**src/rtl/exmem_pkg.sv**
```systemverilog
// Shared definitions for the external-memory loader and read path:
// controller states and default word/address widths.
package exmem_pkg;

  localparam int unsigned EXMEM_DATA_WIDTH = 8;
  localparam int unsigned EXMEM_ADDR_WIDTH = 8;

  typedef enum logic [2:0] {
    IDLE,
    WRITE,
    VERIFY,
    CHECK,
    DONE
  } state_t;

endpackage

```
**src/rtl/exmem_sum.sv**
```systemverilog
// Clearable modulo-2^DATA_WIDTH accumulator; clear takes priority over add.
module exmem_sum
  import exmem_pkg::*;
#(
  parameter int unsigned DATA_WIDTH = EXMEM_DATA_WIDTH
) (
  input  logic                  clk,
  input  logic                  rst_n,
  input  logic                  clr,
  input  logic                  en,
  input  logic [DATA_WIDTH-1:0] din,
  output logic [DATA_WIDTH-1:0] sum
);

  logic [DATA_WIDTH-1:0] sum_q, sum_d;

  always_comb begin
    sum_d = sum_q;
    if (clr) begin
      sum_d = '0;
    end else if (en) begin
      sum_d = sum_q + din;
    end
  end

  always_ff @(posedge clk or negedge rst_n) begin
    if (!rst_n) begin
      sum_q <= '0;
    end else begin
      sum_q <= sum_d;
    end
  end

  assign sum = sum_q;

endmodule

```
**src/rtl/exmem_loader.sv**
```systemverilog
// Streams words into consecutive RAM addresses from a base, then reads the
// range back and compares checksums of written vs. read data.
module exmem_loader
  import exmem_pkg::*;
#(
  parameter int unsigned DATA_WIDTH = EXMEM_DATA_WIDTH,
  parameter int unsigned ADDR_WIDTH = EXMEM_ADDR_WIDTH
) (
  input  logic                  clk,
  input  logic                  reset_n,
  input  logic                  start,
  input  logic [ADDR_WIDTH-1:0] base_addr,
  input  logic [ADDR_WIDTH:0]   length,
  input  logic                  in_valid,
  input  logic [DATA_WIDTH-1:0] in_data,
  output logic                  in_ready,
  output logic                  mem_we,
  output logic [ADDR_WIDTH-1:0] mem_waddr,
  output logic [DATA_WIDTH-1:0] mem_wdata,
  output logic [ADDR_WIDTH-1:0] mem_raddr,
  input  logic [DATA_WIDTH-1:0] mem_rdata,
  output logic                  busy,
  output logic                  done,
  output logic                  error
);

  localparam logic [ADDR_WIDTH-1:0] ADDR_ONE = ADDR_WIDTH'(1);
  localparam logic [ADDR_WIDTH:0]   CNT_ONE  = (ADDR_WIDTH + 1)'(1);

  state_t                  state_q, state_d;
  logic [ADDR_WIDTH-1:0]   base_q, base_d;
  logic [ADDR_WIDTH:0]     len_q, len_d;
  logic [ADDR_WIDTH-1:0]   addr_q, addr_d;
  logic [ADDR_WIDTH:0]     cnt_q, cnt_d;
  logic                    we_q, we_d;
  logic [ADDR_WIDTH-1:0]   waddr_q, waddr_d;
  logic [DATA_WIDTH-1:0]   wdata_q, wdata_d;
  logic [ADDR_WIDTH-1:0]   raddr_q, raddr_d;
  logic                    rd_issued_q, rd_issued_d;
  logic                    rd_valid_q, rd_valid_d;
  logic                    error_q, error_d;
  logic [DATA_WIDTH-1:0]   wsum, rsum;
  logic                    start_acc;
  logic                    beat_acc;

  assign start_acc = (state_q == IDLE) && start;
  assign beat_acc  = (state_q == WRITE) && in_valid;

  always_comb begin
    state_d     = state_q;
    base_d      = base_q;
    len_d       = len_q;
    addr_d      = addr_q;
    cnt_d       = cnt_q;
    we_d        = 1'b0;
    waddr_d     = waddr_q;
    wdata_d     = wdata_q;
    raddr_d     = raddr_q;
    rd_issued_d = 1'b0;
    rd_valid_d  = rd_issued_q;
    error_d     = error_q;

    unique case (state_q)
      IDLE: begin
        if (start) begin
          base_d  = base_addr;
          len_d   = length;
          addr_d  = base_addr;
          cnt_d   = length;
          error_d = 1'b0;
          // Empty transfer passes through CHECK so done still lands 2 cycles after start.
          state_d = (length == '0) ? CHECK : WRITE;
        end
      end
      WRITE: begin
        if (in_valid) begin
          we_d    = 1'b1;
          waddr_d = addr_q;
          wdata_d = in_data;
          addr_d  = addr_q + ADDR_ONE;
          cnt_d   = cnt_q - CNT_ONE;
          if (cnt_q == CNT_ONE) begin
            addr_d  = base_q;
            cnt_d   = len_q;
            state_d = VERIFY;
          end
        end
      end
      VERIFY: begin
        // Address is registered here, presented next cycle, data summed the cycle after.
        if (cnt_q != '0) begin
          raddr_d     = addr_q;
          addr_d      = addr_q + ADDR_ONE;
          cnt_d       = cnt_q - CNT_ONE;
          rd_issued_d = 1'b1;
        end else if (!rd_issued_q) begin
          state_d = CHECK;
        end
      end
      CHECK: begin
        if (rsum != wsum) begin
          error_d = 1'b1;
        end
        state_d = DONE;
      end
      DONE: begin
        state_d = IDLE;
      end
      default: begin
        state_d = IDLE;
      end
    endcase
  end

  always_ff @(posedge clk or negedge reset_n) begin
    if (!reset_n) begin
      state_q     <= IDLE;
      base_q      <= '0;
      len_q       <= '0;
      addr_q      <= '0;
      cnt_q       <= '0;
      we_q        <= 1'b0;
      waddr_q     <= '0;
      wdata_q     <= '0;
      raddr_q     <= '0;
      rd_issued_q <= 1'b0;
      rd_valid_q  <= 1'b0;
      error_q     <= 1'b0;
    end else begin
      state_q     <= state_d;
      base_q      <= base_d;
      len_q       <= len_d;
      addr_q      <= addr_d;
      cnt_q       <= cnt_d;
      we_q        <= we_d;
      waddr_q     <= waddr_d;
      wdata_q     <= wdata_d;
      raddr_q     <= raddr_d;
      rd_issued_q <= rd_issued_d;
      rd_valid_q  <= rd_valid_d;
      error_q     <= error_d;
    end
  end

  exmem_sum #(.DATA_WIDTH(DATA_WIDTH)) u_wsum (
    .clk   (clk),
    .rst_n (reset_n),
    .clr   (start_acc),
    .en    (beat_acc),
    .din   (in_data),
    .sum   (wsum)
  );

  exmem_sum #(.DATA_WIDTH(DATA_WIDTH)) u_rsum (
    .clk   (clk),
    .rst_n (reset_n),
    .clr   (start_acc),
    .en    (rd_valid_q),
    .din   (mem_rdata),
    .sum   (rsum)
  );

  assign in_ready  = (state_q == WRITE);
  assign busy      = (state_q != IDLE);
  assign done      = (state_q == DONE);
  assign mem_we    = we_q;
  assign mem_waddr = waddr_q;
  assign mem_wdata = wdata_q;
  assign mem_raddr = raddr_q;
  assign error     = error_q;

endmodule

```
**config.mk**
```make
export PLATFORM = sky130hd
export DESIGN_NAME = exmem_loader
export DESIGN_NICKNAME = d
export VERILOG_FILES = /design/src/rtl/exmem_pkg.sv /design/src/rtl/exmem_sum.sv /design/src/rtl/exmem_loader.sv
export SDC_FILE = /design/constraint.sdc
export NUM_CORES = 1
export LEC_CHECK = 0
export BUFFER_PORTS_ARGS = -buffer_cell sky130_fd_sc_hd__buf_2
export CORE_ASPECT_RATIO = 1.1
export CORE_MARGIN = 2
export CORE_UTILIZATION = 62
export CTS_CLUSTER_SIZE = 40
export DETAILED_ROUTE_END_ITERATION = 7
export GPL_ROUTABILITY_DRIVEN = 0
export GPL_TIMING_DRIVEN = 0
export PLACE_DENSITY_LB_ADDON = 0.3
export SLEW_MARGIN = 30
export SYNTH_ARGS = -nofsm -noshare
export SYNTH_HDL_FRONTEND = slang
export SYNTH_SLANG_ARGS = --single-unit
```
**constraint.sdc**
```tcl
create_clock -name clk -period 6.5 [get_ports clk]
set_clock_uncertainty 0.2 [all_clocks]
set_input_delay 0 -clock clk [delete_from_list [all_inputs] [get_ports clk]]
set_output_delay 0 -clock clk [all_outputs]
set_load 0.03 [all_outputs]
```
# [Yosys cells after proc, flatten, opt, wreduce, memory -nomap -nowiden]
# Index checks and enable logic that the tools add are counted.
[word_totals] regBits=81 input_bits=37 output_inout_bits=29 word_cells=75
[classes] add_sub_neg=4 n_eq_ne=13 muxes=28 n_reduce_logical=16
[op_table] op="$mux W8" count=8
[op_table] op="$mux W9" count=4
[op_table] op="$pmux W9 S3" count=1
[op_table] op="$pmux W8 S3" count=1
[op_table] op="$add A8 B8 Y8" count=2
[op_table] op="$mux W3" count=5
[op_table] op="$ne A2 B2 Y1 const B" count=6
[op_table] op="$pmux W3 S4" count=1
[op_table] op="$eq A9 B1 Y1 const B" count=1
[op_table] op="$logic_not A9 Y1" count=1
[op_table] op="$reduce_bool A9 Y1" count=1
[op_table] op="$sub A9 B1 Y9 const B" count=1
[op_table] op="$add A8 B1 Y8 const B" count=1
[op_table] op="$ne A8 B8 Y1" count=1
[op_table] op="$eq A3 B2 Y1 const B" count=2
[op_table] op="$mux W1" count=6
[op_table] op="$reduce_and A2 Y1" count=3
[op_table] op="$reduce_bool A2 Y1" count=3
[op_table] op="$reduce_bool A3 Y1" count=2
[op_table] op="$reduce_and A5 Y1" count=1
[op_table] op="$reduce_and A4 Y1" count=1
[op_table] op="$eq A3 B1 Y1 const B" count=1
[op_table] op="$eq A3 B3 Y1 const B" count=1
[op_table] op="$logic_not A3 Y1" count=1
[op_table] op="other kinds (5)" count=6

# [Longest topological paths before layout]
# Gate-level depths: netlist of the first run.
[logic_depth] depth_word=4 ltp_mapped=11

# [Cells and area by module]
# From an unflattened synthesis of the first run, not the netlist that was laid out.
[unflattened] hier_cells=413 area_unflattened_um2=4533.1
[by_module_without_submodules] mod="exmem_loader" n_inst=1 cells_each=281 area_each_um2=3215.6 seq_area_each_um2=1626.6
[by_module_without_submodules] mod="exmem_sum at u_wsum" n_inst=1 cells_each=66 area_each_um2=670.6 seq_area_each_um2=200.2
[by_module_without_submodules] mod="exmem_sum at u_rsum" n_inst=1 cells_each=66 area_each_um2=646.9 seq_area_each_um2=200.2

# [Least setup slack after synthesis of the first run]
# No wires, ideal clock.
[synth_timing] path_kind="reg-to-reg" startpoint="register cnt_q[0]" endpoint="register addr_q[3]" arrival_time_ns=1.818 t_required_ns=6.220 setup_slack_ns=4.403 stages_incl_launch_ff=10 n_path_buf=2 path_cell_list="dfrtp_1 -> inv_1 -> ha_1 -> nor3b_1 -> a31oi_1 -> buf_4 -> nor3_4 -> buf_6 -> a21oi_2 -> o22ai_2"
[synth_between] elab_chain_cells=4 elab_cells_between_ends=7 cone_classes="2 x eq/ne; 3 x mux; 2 x reduce/logical"
[synth_rtl] element="from (decl)" line="exmem_loader.sv:34" text="logic [ADDR_WIDTH:0] cnt_q, cnt_d;"
[synth_rtl] element="from (signal assigned)" line="exmem_loader.sv:134" text="cnt_q <= cnt_d;"
[synth_rtl] element="$eq A9 B1 Y1" line="exmem_loader.sv:82" text="if (cnt_q == CNT_ONE) begin"
[synth_rtl] element="$mux W8" line="exmem_loader.sv:82"
[synth_rtl] element="$mux W8" line="exmem_loader.sv:76" text="if (in_valid) begin"
[synth_rtl] element="$pmux W8 S3" line="exmem_loader.sv:63" text="unique case (state_q)"
[synth_rtl] element="to (signal assigned)" line="exmem_loader.sv:133" text="addr_q <= addr_d;"
[synth_rtl] element="to (decl)" line="exmem_loader.sv:33" text="logic [ADDR_WIDTH-1:0] addr_q, addr_d;"
# Several ways; a longest one is shown, not always the timed one. The select of a mux whose other input is x is not followed.
# A chain may end at the register's enable or synchronous reset.

# [Worst setup path after layout of the first run]
[layout_timing] startpoint="register u_rsum.sum_q[0], in the netlist u_rsum.sum[0]" endpoint="register u_rsum.sum_q[6], in the netlist u_rsum.sum[6]"
[layout_between] elab_chain_cells=3
[layout_rtl] element="from (decl)" line="exmem_sum.sv:15" text="logic [DATA_WIDTH-1:0] sum_q, sum_d;"
[layout_rtl] element="from (signal assigned)" line="exmem_sum.sv:30" text="sum_q <= sum_d;"
[layout_rtl] element="$add A8 B8 Y8" line="exmem_sum.sv:22" text="sum_d = sum_q + din;"
[layout_rtl] element="$mux W8" line="exmem_sum.sv:21" text="end else if (en) begin"
[layout_rtl] element="$mux W8" line="exmem_sum.sv:19" text="if (clr) begin"
# Every way passes these cells. The select of a mux whose other input is x is not followed.

==> metrics, run 1 <==
clock sink total=81; layout cells sized above 1=0.203; I/O Pins=66; Die X=85.5 um; hold_sp=mem_rdata[2]; vias in the first global route=4,269; Hold Crit Depth=5; Post-synth EDFFs=0; via-per-instance ratio=6.01; # Post-CTS Setup Buffers=0; clock transition at the registers of the reported paths=0.09 ns; nets@finish=657; count leader, synth=nand2_1; first-pass GRT wire length=19.8 mm; antenna-violating nets left=0; Worst Hold Endpoint=u_rsum.sum[2]; Overflow after GRT=0; slowest CP cell=dlygate4sd3_1; drt first-iter violations=295; max-cap viol count=0; worst relative slew slack=0.629; Cells after DPL=634; Initial Utilization=0.643; wire per inst=17.0 um; Pwr Density=484 nW/um2; Final Slew Violations=0; n_diodes=0; area of placed instances=5000 um2; RR Endpoint=u_rsum.sum[6]; ys async rst share=1.00; Clock Latency Late Sink=0.37 ns; Post-Syn Area=4530 um2; Pre-antenna DRT Iters=7; run status=completed; Root Driver=clkbuf_8; Final Non-Filler Cells=691; Int Pwr=1.50 mW; Yosys warnings=0; core area=7050 um2; DP HPWL=7.91 mm; Worst R2R Path Depth=9; Sw Ratio=0.452; largest net degree at the start of global routing=49; Area Growth Syn to Fin=24.6%; setup TNS=0 ns; Global Route Usage Sum=0.314; Synth area leader=dfrtp_1; unrepaired setup endpoints after global routing=no; Syn Area/Cell=9.38 um2; Finished Cell Area=5640 um2; pre-CTS WS=3.99 ns; Max Fclk=0.366 GHz; cts bufs inserted=9; crit path kind=reg -> reg; number of distinct library cells after synthesis=62; Seq cells post-synth=81; leakage power=2.79 nW; die height=93.7 um; logic gate share of total power=0.512; total wire length=11.8 mm; fin crit period=2.73 ns; flop-to-flop setup slack=3.77 ns; CTS H-tree lvls=3; sequential share of power=0.333; initial antenna violation count=0; Hold Violations, Final=0; sequential-to-total area share from yosys stat=0.447; Tightest Pin Transition=0.557 ns; maximum VDD drop=285 uV; syn nets=539; Clock power frac=0.155; Worst setup startpoint=u_rsum.sum[0]; worst-path cell chain=ha_1, inv_1, fa_1, nor2b_1, o21a_1, o211ai_1, a2111o_1, nand3_1, dlygate4sd3_1; Worst R2R Start=u_rsum.sum[0]; CP max stage delay=0.54 ns; CTS tree=yes; setup ws final=3.77 ns; endpoint class of the critical path=register; Yosys top cell area share=0.447; cell row count=32; # fillers=457; total number of vias=4,154; final setup fails=0; worst endpoint required time=6.60 ns; top cells by area, synth=dfrtp_1, nand2_1, ha_1, o21ai_0, a22o_1; startpoint type of the worst setup path=register; Cells after Synth=483; port bufs=65; top_reg_cell synth=dfrtp_1; DIE AREA=8010 um2; Psw=1.24 mW; Commonest cells post-synth=nand2_1, dfrtp_1, o21ai_0; Worst Path Arrival=2.83 ns; post-CTS resize count=0; worst hold path class=in -> reg; fin crit share=0.421; drt drc=0; CP Max Fanout=3; CTS max path bufs=2
## power groups by stage
| stage | sequential, mW | clock [mW] | combinational, mW |
|---|---|---|---|
| after floorplan | 1.01 | 0 | 0.870 |
| after global placement | 0.903 | 0 | 1.29 |
| after detailed placement | 0.914 | 0 | 1.33 |
| after CTS | 0.905 | 0.425 | 1.38 |
| after global routing | 0.935 | 0.444 | 1.54 |
| final | 0.909 | 0.424 | 1.40 |
## how the worst max path moves through the flow
stage	endpoint	cells past startpoint
after global placement	addr_q[0]	8
after detailed placement	addr_q[3]	9
after floorplan	addr_q[3]	9
final	u_rsum.sum[6]	9
after global routing	u_rsum.sum[6]	9
after CTS	u_rsum.sum[6]	9
## what timing repair did
item,4_1_cts,5_1_grt
endpoints found under the hold margin,140,0
setup endpoints to repair,0,0
hold buffers,41,0
## registers in the layout, indices dropped and copies added, names as in the netlist, 8 cells and up
register / cells
cnt_q: 9
len_q: 9
addr_q: 8
base_q: 8
mem_raddr: 8
mem_waddr: 8
mem_wdata: 8
u_rsum.sum: 8
u_wsum.sum: 8
## metal layers
metal	wire length [um]	GRT usage	vias to the layer above
met3	660	0.0536	40
met4	355	0.124	0
met5	0	0	-
li1	-	-	1939
met2	5970	0.547	172
met1	4780	0.387	2003
## kinds of logic (layout without fill, tap and decap cells)
group,Yosys count,count (layout),share of synthesized area
xor+xnor,14,14,0.0271
flops,81,81,0.447
mux,19,19,0.0447
compound gates,115,115,0.172
buf+inv,42,165,0.0489
fa+ha+maj,19,19,0.0558
simple gates,193,193,0.204
## critical path, delay by kind of cell (launching register included)
kind	cells	cell delay (ns)
adders and majority gates	2	0.59
DFF	1	0.39
and+or+nand+nor	2	0.21
buffers and inverters	2	0.60
AOI/OAI and AO/OA	3	0.68
## per-stage QoR
step	hold slack (ns)	power, mW	util
2_1_floorplan	-0.496	1.88	-
6_report	0.0225	2.73	0.801
3_5_place_dp	-0.280	2.25	0.709
5_1_grt	0.0431	2.92	0.801
3_3_place_gp	0.0106	2.19	0.704
4_1_cts	0.0133	2.71	0.801
## area by class of cell
cell class / count / area, um2 / area share
inverters: 19 / 78.8 / 0.0140
well taps: 85 / 106 / 0.0188
flip-flops and latches: 81 / 2030 / 0.359
clock inverters: 7 / 103 / 0.0182
repair buffers: 107 / 779 / 0.138
multi-input cells: 360 / 2280 / 0.404
clock buffers: 9 / 124 / 0.0220
plain buffers: 23 / 143 / 0.0253
## layout by cell type, fill, tap and decap left out, types with 5 or more instances in the layout
cell type / n
a21o_1: 9
a21oi_1: 17
a22o_1: 14
a22oi_1: 14
buf_2: 73
buf_6: 5
clkbuf_1: 5
clkbuf_8: 9
dfrtp_1: 81
dlygate4sd3_1: 40
ha_1: 17
inv_1: 16
mux2_2: 10
mux2i_1: 9
nand2_1: 113
nand2b_1: 5
nand3_1: 11
nor2_1: 18
nor3_1: 11
o21ai_0: 26
o31ai_1: 6
xor2_1: 11
No activity file was read; power rests on OpenSTA's default activity.
==> run 2, diff against run 1 <==
Settings changed: ABC_AREA set to 1, CORE_UTILIZATION 62 to 52.
Clock period 6.5 ns to 2.4 ns, I/O delays scaled along.
==> run 2 against run 1 <==
Against the previous run: the flow now finishes with violations (negative hold slack); first-iteration DRC count shrank 28%; clock power grew 110%; via count grew 5.2%; synthesized area grew 2.0%; combinational power grew to 2.9 times the previous value; sequential share of layout area shrank 0.12 points; flip-flop and latch count is the same; die area grew 21%; utilization shrank 15 points.
==> metrics, run 2 <==
run status=finished with violations; failing checks=negative hold slack; vias in the first global route=4,343; RR Endpoint=cnt_q[5]; Root Driver=clkbuf_8; met3 GRT Util=0.0373; Post-synth EDFFs=0; unrepaired setup endpoints after global routing=no; worst hold path class=in -> reg; top_reg_cell synth=dfrtp_1; total wire length=11.7 mm; met2 global-route usage=0.469; Commonest cells post-synth=nand2_1, inv_1, dfrtp_1; largest net degree at the start of global routing=52; cts bufs inserted=9; Post-Synth Adder-Cell Area=0.0547; Global Route Usage Sum=0.260; Finished Cell Area=5660 um2; endpoint class of the critical path=register; antenna-violating nets left=0; Hold Violations, Final=1; most frequent cells in the layout=nand2_1, inv_1, dfrtp_1; Syn Area/Cell=7.55 um2; Crit path buffers/inverters=1; cell family with most CP delay=simple AND/OR/NAND/NOR gates; startpoint type of the worst setup path=register; I/O Pins=66; sequential-to-total area share from yosys stat=0.439; Pwr Density=1320 nW/um2; xor/xnor cell area share of the yosys netlist=0.0303; setup TNS=0 ns; Worst Path Arrival=2.23 ns; port bufs=65; Overflow after GRT=0; most common cell after layout, fill and taps aside=nand2_1; CP dominant cell by count=nand2_1; Post-Syn Area=4620 um2; total number of vias=4,372; hold slack final=-0.00163 ns; Compound-Gate Fraction of Synth Area=0.109; n_diodes=0; Yosys top cell area share=0.439; CTS tree=yes; multiplexer share of the synthesized area=0; Cells after Synth=612; clock sink total=81; # Post-CTS Setup Buffers=0; max-cap viol count=0; CP Max Fanout=10; nets@finish=781; die height=103 um; wire per inst=13.9 um; area of placed instances=5120 um2; Pre-antenna DRT Iters=4; Tightest Pin Transition=0.489 ns; layout cells sized above 1=0.143; worst endpoint required time=2.45 ns; count leader, synth=nand2_1; DIE AREA=9650 um2; crit path kind=reg -> reg; Worst R2R Path Depth=9; clock transition at the registers of the reported paths=0.08 ns; final setup fails=0; routing usage on met1=0.307; Final Slew Violations=0; Yosys warnings=0; largest family of logic cells by synthesized area=simple AND/OR/NAND/NOR gates; Most Crowded Layer GR=met2; Synth area leader=dfrtp_1; drt first-iter violations=211; Seq cells post-synth=81; Worst setup startpoint=state_q[0]; CTS H-tree lvls=3; maximum VDD drop=682 uV; fin crit period=2.18 ns; Area Growth Syn to Fin=22.6%; initial antenna violation count=0; syn nets=668; flop-to-flop setup slack=0.22 ns; drt drc=0; ys async rst share=1.00; Die X=93.9 um; Clock Latency Late Sink=0.35 ns; via-per-instance ratio=5.19; core area=8740 um2; number of distinct library cells after synthesis=34; leakage power=3.15 nW; CP max stage delay=0.44 ns; Max Fclk=0.458 GHz; CTS max path bufs=2; Critical Path End=cnt_q[5]; worst-path cell chain=nor2_1, nand2_2, nand2_1, buf_2, nor2_1, a21oi_1, nand2_1, nand2_1, nand2_1; # fillers=798; Worst R2R Start=state_q[0]; post-CTS resize count=0; top cells by area, synth=dfrtp_1, nand2_1, inv_1, o21ai_0, ha_1; cell row count=36; first-pass GRT wire length=19.7 mm; slowest CP cell=dfrtp_1; Critical Path Stages=9; Initial Utilization=0.529; DP HPWL=8.53 mm; Simple-Gate Fraction of Synth Area=0.276; fin crit share=0.909; worst relative slew slack=0.674; biggest regs=cnt_q x9, len_q x9
## run 2: cell types whose count changed after synthesis, moves of 6 or more
cell | before | now
nand2_1 | 113 | 207
inv_1 | 16 | 87
nand3_1 | 11 | 31
nor2_1 | 18 | 37
o21ai_0 | 26 | 45
a22o_1 | 14 | 0
a22oi_1 | 14 | 0
nand4_1 | 1 | 12
mux2_2 | 10 | 0
mux2i_1 | 9 | 0
o22ai_1 | 3 | 11
nor3_1 | 11 | 4
o31ai_1 | 6 | 0
## run 2: power breakdown
group / switching (mW) / internal (mW) / leakage [nW]
clock: 0.495 / 0.400 / 0.0818
combinational: 2.70 / 1.42 / 2.04
sequential: 0.477 / 2.00 / 1.02
total: 3.67 / 3.82 / 3.15
## run 2: cell families after synthesis
group / count (synthesis)
AND/OR/NAND/NOR: 304
buffers and inverters: 105
flip-flops: 81
AO/OA/AOI/OAI: 87
adder cells (fa/ha/maj): 19
XOR/XNOR: 16
## run 2: worst min-delay path by stage
stage	from	to	slack, ns	cells after the start
2_1_floorplan	reset_n	addr_q[0]	-0.50	0
3_3_place_gp	in_data[6]	mem_wdata[6]	0.03	3
3_5_place_dp	reset_n	u_rsum.sum[7]	-0.30	1
4_1_cts	mem_rdata[2]	u_rsum.sum[2]	0.001	4
5_1_grt	mem_rdata[2]	u_rsum.sum[2]	0.06	4
6_report	mem_rdata[2]	u_rsum.sum[2]	-0.002	4
## run 2: final cells by class
cell class                 instances  area [um2]  area share
timing repair buffer             102         729       0.129
clock inverter                     4        28.8     0.00508
multi-input combinational        426        2170       0.383
inverter                          90         338      0.0597
tap                              114         143      0.0252
buffer                            15        83.8      0.0148
clock buffer                      11         141      0.0250
sequential                        81        2030       0.358
## run 2: timing repair
action,CTS,global route
hold buffers,36,0
endpoints found under the setup margin,0,0
endpoints found under the hold margin,138,0
## run 2: worst min-delay path, stage by stage
cell	delay (ns)
buf_2	0.08
ha_1	0.22
xor2_1	0.09
o22ai_1	0.11
## run 2: stage by stage
stage / std cells / util / total power [mW] / worst slack (ns)
after floorplan: 612 / - / 5.44 / 0.653
after global placement: 791 / 0.582 / 6.38 / 0.315
after detailed placement: 792 / 0.586 / 6.53 / 0.278
after CTS: 843 / 0.648 / 7.49 / 0.262
after global routing: 843 / 0.648 / 8.17 / 0.111
final: 843 / 0.648 / 7.49 / 0.217
## run 2: per-layer routing
metal,wire length [um],share of wire
met5,0,0
met4,389,0.033
met3,561,0.048
met2,5830,0.50
met1,4930,0.42
==> run 3, diff against run 2 <==
Settings changed: CORE_UTILIZATION 52 to 54, CTS_BUF_LIST set to sky130_fd_sc_hd__clkbuf_4 sky130_fd_sc_hd__clkbuf_8.
==> run 3 against run 2 <==
Against the previous run: the flow now finishes without violations; clock-buffer cell count shrank 2; sequential share of layout area shrank 0.25 points; utilization grew 3.4 points; hold slack gained 0.072 ns; first-iteration DRC count grew 8.5%; die area shrank 3.6%; largest cell class unchanged.
==> metrics, run 3 (synthesis results as in run 2) <==
met2 global-route usage=0.489; met3 GRT Util=0.0299; Global Route Usage Sum=0.274; final core occ=0.682; routing usage on met1=0.329; biggest regs=cnt_q x9, len_q x9; Die X=92.2 um; Cells after DPL=789; layout cells sized above 1=0.145; most frequent cells in the layout=nand2_1, inv_1, dfrtp_1; total wire length=11.8 mm; cell row count=35; Int Pwr=3.92 mW; Hold Violations, Final=0; hold buffer count at CTS=37; CP Max Fanout=10; post-CTS resize count=0; crit path kind=reg -> reg; Overflow after GRT=0; flop-to-flop setup slack=0.22 ns; Clock power frac=0.139; largest net degree at the start of global routing=48; CP dominant cell by count=nand2_1; antenna-violating nets left=0; maximum VDD drop=766 uV; Worst Path Arrival=2.24 ns; CTS H-tree lvls=3; initial antenna violation count=0; Final Slew Violations=0; Area Growth Syn to Fin=23.4%; final setup fails=0; DP HPWL=8.54 mm; max-cap viol count=0; first-pass GRT wire length=20.0 mm; worst-path cell chain=nor2_1, nand2_2, nand2_1, buf_2, nor2_1, a21oi_1, nand2_1, nand2_1, nand2_1; Tightest Pin Transition=0.467 ns; unrepaired setup endpoints after global routing=no; CP max stage delay=0.45 ns; die height=101 um; total number of vias=4,403; Initial Utilization=0.552; Clock Latency Late Sink=0.37 ns; wire per inst=14.1 um; vias in the first global route=4,409; Final Non-Filler Cells=842; slowest CP cell=dfrtp_1; cts bufs inserted=9; DIE AREA=9310 um2; clock transition at the registers of the reported paths=0.09 ns; fin crit share=0.908; cell family with most CP delay=simple AND/OR/NAND/NOR gates; Pre-antenna DRT Iters=6; CTS max path bufs=2; sequential share of power=0.323; setup TNS=0 ns; leakage power=3.17 nW; Max Fclk=0.459 GHz; # Post-CTS Setup Buffers=0; Psw=3.76 mW; worst relative slew slack=0.689; nets@finish=782; Root Driver=clkbuf_8; drt first-iter violations=229; most common cell after layout, fill and taps aside=nand2_1; # fillers=697; n_diodes=0; logic gate share of total power=0.538; Most Crowded Layer GR=met2; via-per-instance ratio=5.23; I/O Pins=66; worst hold path class=in -> reg; core area=8360 um2; Finished Cell Area=5700 um2; startpoint type of the worst setup path=register; port bufs=65; Sw Ratio=0.490; endpoint class of the critical path=register; fin crit period=2.18 ns; run status=completed; clock sink total=81; CTS tree=yes; worst endpoint required time=2.46 ns; Pwr Density=1350 nW/um2; drt drc=0; area of placed instances=5110 um2; Crit path buffers/inverters=1
-- run 3: cell count changes in the layout (fill, tap and decap cells not counted), sizes merged --
| cell | previous run | this run |
|---|---|---|
| inv | 91 | 94 |
| dlygate4sd3 | 35 | 36 |
| clkinvlp | 2 | 1 |
| bufinv | 0 | 1 |
| clkbuf | 16 | 14 |
-- run 3: stage by stage --
step	hold WS [ns]	total power, mW	setup slack (ns)
2_1_floorplan	-0.496	5.44	0.653
3_3_place_gp	0.0248	6.37	0.348
3_5_place_dp	-0.214	6.52	0.303
4_1_cts	0.0554	7.66	0.268
5_1_grt	0.131	8.36	0.0531
6_report	0.0703	7.68	0.220
-- run 3: final timing paths --
path                              startpoint            end  depth (start not counted)
worst min register to register  mem_wdata[7]   mem_wdata[7]                          2
worst max-delay path              state_q[0]       cnt_q[5]                          9
worst min-delay path            mem_rdata[3]  u_rsum.sum[3]                          5
max in group asynchronous            reset_n       cnt_q[7]                          4
worst max register to register    state_q[0]       cnt_q[5]                          9
min in group asynchronous            reset_n  u_rsum.sum[7]                          4
-- run 3: power by group through the flow --
stage | clock network, mW | registers, mW | logic (mW)
2_1_floorplan | 0 | 2.76 | 2.68
3_3_place_gp | 0 | 2.47 | 3.90
3_5_place_dp | 0 | 2.49 | 4.03
4_1_cts | 1.09 | 2.47 | 4.10
5_1_grt | 1.14 | 2.54 | 4.67
6_report | 1.07 | 2.48 | 4.13
-- run 3: area by class of cell --
type | count | area [um2] | area share
multi-input cells | 426 | 2170 | 0.381
flip-flops and latches | 81 | 2030 | 0.355
repair buffers | 103 | 736 | 0.129
inverters | 90 | 338 | 0.0592
well taps | 111 | 139 | 0.0244
clock buffers | 9 | 124 | 0.0217
clock inverters | 7 | 83.8 | 0.0147
plain buffers | 15 | 83.8 | 0.0147
-- run 3: worst min-delay path: cells and delay by family --
kind	cells	cell delay, ns
adder cells (fa/ha/maj)	1	0.18
AO/OA/AOI/OAI	1	0.08
buffers and inverters	2	0.16
XOR/XNOR	1	0.17
-- run 3: metal layers --
layer / vias up / share of wire
met5: - / 0
met4: 0 / 0.038
met3: 33 / 0.038
met2: 134 / 0.50
met1: 2065 / 0.42
li1: 2171 / -
